`src/rtl/bsg_link_isdr_train_ctrl.sv`:
```
// bsg_link_isdr_train_ctrl: checks the alternating training pattern on the captured SDR link,
// locks after a clean run and gates valid/data downstream until lock.
module bsg_link_isdr_train_ctrl #(
    parameter int width_p    = 16,
    parameter int lock_cnt_p = 16,
    parameter int timeout_p  = 1024
) (
    input  logic               clk_i,
    input  logic               reset_n_i,
    input  logic               phy_v_i,
    input  logic [width_p-1:0] phy_data_i,
    input  logic               train_en_i,
    input  logic               retrain_i,
    output logic               v_o,
    output logic [width_p-1:0] data_o,
    output logic               locked_o,
    output logic               train_fail_o,
    output logic [7:0]         lock_count_o
);
    localparam int mw = $clog2(lock_cnt_p + 1);
    localparam int tw = $clog2(timeout_p);
    localparam logic [width_p-1:0] p0 = {(width_p / 2){2'b10}};
    localparam logic [mw-1:0] match_lock = mw'(lock_cnt_p);
    localparam logic [tw-1:0] timer_max = tw'(timeout_p - 1);

    typedef enum logic [2:0] {IDLE, SEARCH, CHECK, LOCKED, FAIL} state_t;

    state_t               state, state_n;
    logic [mw-1:0]        match_cnt, match_n;
    logic [tw-1:0]        timer, timer_n;
    logic [width_p-1:0]   prev, prev_n;
    logic [7:0]           lock_count_n;
    logic                 train_word, good, timed_out;

    assign train_word = !phy_v_i && (phy_data_i == p0 || phy_data_i == ~p0);
    assign good       = train_word && phy_data_i == ~prev;
    assign timed_out  = timer == timer_max;
    assign locked_o     = state == LOCKED;
    assign train_fail_o = state == FAIL;

    always_comb begin
        state_n = state;
        match_n = match_cnt;
        timer_n = timer;
        prev_n  = prev;
        case (state)
            IDLE: if (train_en_i) begin
                state_n = SEARCH;
                timer_n = '0;
                match_n = '0;
            end
            SEARCH: begin
                timer_n = timed_out ? timer : timer + 1'b1;
                if (train_word) begin
                    state_n = CHECK;
                    match_n = mw'(1);
                    prev_n  = phy_data_i;
                end
                if (timed_out) state_n = FAIL;
            end
            CHECK: begin
                timer_n = timed_out ? timer : timer + 1'b1;
                if (good) begin
                    prev_n  = phy_data_i;
                    match_n = match_cnt + 1'b1;
                end else begin
                    state_n = SEARCH;
                    match_n = '0;
                end
                // a lock completing on the timeout edge takes precedence
                if (good && match_n == match_lock) state_n = LOCKED;
                else if (timed_out) state_n = FAIL;
            end
            LOCKED: if (retrain_i) begin
                state_n = SEARCH;
                timer_n = '0;
                match_n = '0;
            end
            default: ;
        endcase
        if (!train_en_i) state_n = IDLE;
    end

    assign lock_count_n = (state_n == LOCKED && state != LOCKED && lock_count_o != 8'hff)
                        ? lock_count_o + 1'b1 : lock_count_o;

    always_ff @(posedge clk_i) begin
        if (!reset_n_i) begin
            state        <= IDLE;
            match_cnt    <= '0;
            timer        <= '0;
            prev         <= '0;
            lock_count_o <= '0;
            v_o          <= 1'b0;
            data_o       <= '0;
        end else begin
            state        <= state_n;
            match_cnt    <= match_n;
            timer        <= timer_n;
            prev         <= prev_n;
            lock_count_o <= lock_count_n;
            v_o          <= phy_v_i && state_n == LOCKED;
            data_o       <= phy_data_i;
        end
    end
endmodule

```
`config.mk`:
```
export PLATFORM = sky130hd
export DESIGN_NAME = bsg_link_isdr_train_ctrl
export DESIGN_NICKNAME = d
export VERILOG_FILES = /design/src/rtl/bsg_link_isdr_train_ctrl.sv
export SDC_FILE = /design/constraint.sdc
export NUM_CORES = 1
export LEC_CHECK = 0
export CELL_PAD_IN_SITES_DETAIL_PLACEMENT = 1
export CELL_PAD_IN_SITES_GLOBAL_PLACEMENT = 1
export CORE_MARGIN = 8
export CORE_UTILIZATION = 36
export DETAILED_ROUTE_END_ITERATION = 12
export PLACE_DENSITY_LB_ADDON = 0.1
export SYNTH_ARGS = -nofsm -noshare
export SYNTH_HDL_FRONTEND = slang
export SYNTH_SLANG_ARGS = --single-unit
```
`constraint.sdc`:
```
create_clock -name clk_i -period 2.7 [get_ports clk_i]
set_clock_uncertainty 0.2 [all_clocks]
set_input_delay 0.81 -clock clk_i [delete_from_list [all_inputs] [get_ports clk_i]]
set_output_delay 0.81 -clock clk_i [all_outputs]
set_load 0.1 [all_outputs]
```
==> impl_metrics.yaml <==
clock_tree:
  cts_tree: "yes"
  postCtsHoldBufs: 0
  clock_path_buffers: 2
  clk_latency_ns: 0.34
  cts_buffers: 9
  root_buffer: "clkbuf_8"
  cts_sinks: 59
  clk_pin_slew_worst_paths_ns: 0.07
  cts_htree_levels: 3
synth:
  synthCells: 315
  synth_area_leader_cell: "dfxtp_1"
  syn_area_per_cell_um2: 8.90
  synth_fp_nets: 339
  ys_ff_latch: 59
  synth_top_area_share_pct: 42.1
  synthArstFlopShare_pct: 0
  synth_edf_count: 0
  synth-seq-area-share_pct: 42.1
  syn-cell-area_um2: 2800
  yosys-top-cells-count: "59 x dfxtp_1, 35 x nand2_1, 22 x a21oi_1"
  synth-main-ff-cell: "dfxtp_1"
  synth.most_common_cell: "dfxtp_1"
  ys_warn_count: 0
  synth.area.top_cells: "dfxtp_1 42%, xor2_1 5.6%, nand2_1 4.7%"
  ys_types: 51
run_status:
  outcome: "complete, but fails checks"
  violations: "negative setup slack"
routing:
  drtAntennaViolNets: 0
  wl_per_cell_um: 17.3
  vias: 2778
  drt_first_pass_iters: 4
  vias_per_cell: 5.25
  drc: 0
  routed_wl_um: 9160
  first_iter_violations: 80
die:
  start_util_pct: 36.6
  rows: 32
  die-area_um2: 10900
  boundaryPins: 48
  die_width_um: 104
  coreArea_um2: 7650
  chipHeight_um: 104
cells_and_area:
  syn_to_final_growth_pct: 54.6
  final_area_um2: 4330
  drive_gt1_share_pct: 38.6
  final_nets: 446
  diodes: 0
critical_path:
  cp-startpoint: "phy_data_i[10]"
  critPathKind: "primary input to flop"
  worst_setup_path_start_kind: "primary input"
  rr_endpoint: "lock_count_o[6]$_SDFFE_PN0P_"
  worstPathArrival_ns: 2.99
  end_kind: "flop"
  rr_worst_depth: 8
  reg2reg_slack_ns: -0.05
  endpoint: "lock_count_o[6]$_SDFFE_PN0P_"
  cp.required_ns: 2.77
  worst-path-max-fanout: 5
  timing.rr.start: "prev[13]$_SDFFE_PN0P_"
timing:
  whs_ns: 0.287
  fin_tns_setup_ns: -1.50
  finalMaxSlewViolations: 0
  period_share_pct: 108
  period_needed_ns: 2.91
  setup_violations: 16
  relSlewSlack_pct: 63.3
  worst_slew_pin_slew_ns: 0.545
  setup_ws_ns: -0.214
  rsz0062_at_grt: "true"
  finalHoldViolations: 0
  fmax_ghz: 0.343
pwr:
  power_mw: 2.01
  p_sw_share_pct: 27.9
  power_frac_seq_pct: 44.4
  comb_power_share_pct: 15.0
  switchingPower_mw: 0.559
  cellInternalPower_mw: 1.45
  p_per_area_nw_per_um2: 463
  p_leak_nw: 1.74
  peakVddDrop_v: 0.000305
  clkPwrFrac_pct: 40.6
place:
  routabilityCongestion: 0.789
  dpl_cell_area_um2: 3600
  dp_hpwl_um: 6080
  port_buffers: 47
global_routing:
  grt_pass1_vias: 2795
  grt_max_degree: 37
  grt_first_pass_wirelength_um: 14500
  antenna_found_initial: 0
  overflow: 0
  grt_use_total_pct: 16.3
min_path:
  hold_path_class: "flop to flop"
job:
  drv_cap: 0
[cells by family (layout without fill, tap and decap cells)]
group                    after synthesis  count (layout)  share of synthesized area [%]
AND/OR/NAND/NOR                      153             153                           32.3
flip-flops                            59              59                           42.1
AO/OA/AOI/OAI                         53              55                           12.2
XOR/XNOR                              22              22                           6.87
buffers and inverters                 18             128                           2.68
multiplexers                           7               7                           2.50
adder cells (fa/ha/maj)                3               3                           1.34
[power groups by stage]
stage | clock, mW | combinational, mW | sequential, mW
floorplan | 0 | 0.0618 | 1.00
global placement | 0 | 0.260 | 0.910
detailed placement | 0 | 0.262 | 0.911
CTS | 0.832 | 0.282 | 0.891
global route | 0.875 | 0.316 | 0.892
finish | 0.816 | 0.300 | 0.891
[flip-flops by register name, summed over array words and instances, names as in the netlist]
signal        count
data_o           16
v_o               1
prev             16
lock_count_o      8
state             3
timer            10
match_cnt         5
[how the worst min path moves through the flow]
stage | start | endpoint | slack (ns) | depth (start not counted)
final | timer[1]$_SDFFE_PN0P_ | timer[1]$_SDFFE_PN0P_ | 0.29 | 2
after global placement | prev[14]$_SDFFE_PN0P_ | prev[14]$_SDFFE_PN0P_ | 0.26 | 2
after floorplan | prev[0]$_SDFFE_PN0P_ | prev[0]$_SDFFE_PN0P_ | 0.25 | 2
after global routing | prev[8]$_SDFFE_PN0P_ | prev[8]$_SDFFE_PN0P_ | 0.31 | 2
after detailed placement | prev[14]$_SDFFE_PN0P_ | prev[14]$_SDFFE_PN0P_ | 0.26 | 2
after CTS | prev[15]$_SDFFE_PN0P_ | prev[15]$_SDFFE_PN0P_ | 0.28 | 2
[worst max-delay path, cell delays in order]
cell      delay, ns
buf_4          0.13
buf_4          0.13
and4bb_2       0.30
nand4_1        0.18
a21oi_4        0.27
buf_4          0.15
nand2_2        0.08
o221a_4        0.35
or4_4          0.44
a21oi_2        0.14
[area by class of cell]
| cell class | count | area [um2] |
|---|---|---|
| Clock buffer | 12 | 145 |
| Clock inverter | 4 | 50.0 |
| Fill cell | 861 | 3310 |
| Inverter | 5 | 18.8 |
| Multi-Input combinational cell | 240 | 1900 |
| Sequential cell | 59 | 1180 |
| Tap cell | 102 | 128 |
| Timing Repair Buffer | 107 | 911 |
[timing repair]
action / 4_1_cts / 5_1_grt
pin swaps: 32 / 23
gates cloned: 1 / 1
endpoints found under the setup margin: 32 / 30
buffers inserted: 16 / 10
resized for setup: 109 / 40
endpoints found under the hold margin: 0 / 0
[metal layers]
layer  vias to the layer above  wire (um)  GRT usage [%]
met1                      1365       4120           20.2
li1                       1344          -              -
met2                        54       4480           26.9
met5                         -          0              0
met4                         0        206           6.51
met3                        15        356           3.66
[per-stage QoR]
step	setup slack [ns]	cells	util (%)
floorplan	-0.107	315	-
global placement	-0.994	485	47.1
detailed placement	-1.04	485	47.1
CTS	-0.0959	518	53.5
global route	-0.320	529	56.7
finish	-0.214	529	56.7
[layout by cell type (no fill, tap or decap), types with 3 or more instances in the layout]
| cell | instances |
|---|---|
| buf_4 | 78 |
| dfxtp_1 | 59 |
| nand2_1 | 33 |
| a21oi_1 | 17 |
| and2_1 | 16 |
| buf_6 | 16 |
| nand4_1 | 15 |
| nor2_1 | 15 |
| xor2_2 | 10 |
| clkbuf_8 | 10 |
| nand3_1 | 9 |
| o21a_1 | 8 |
| nor3_1 | 8 |
| nand2b_1 | 7 |
| xor2_1 | 7 |
| nor4_4 | 7 |
| mux2i_1 | 7 |
| nor2b_1 | 6 |
| and3_1 | 5 |
| nand3b_1 | 4 |
| inv_1 | 4 |
| o21ai_1 | 4 |
| a211oi_1 | 4 |
| xnor2_1 | 4 |
| or3_1 | 4 |
| a21oi_2 | 4 |
| buf_2 | 4 |
| clkdlybuf4s50_1 | 4 |
| nor3b_1 | 3 |
| o21ai_0 | 3 |
| and4bb_2 | 3 |
| a21o_4 | 3 |
| ha_1 | 3 |
| buf_8 | 3 |
Note: power is estimated with default switching activity, not from simulation.
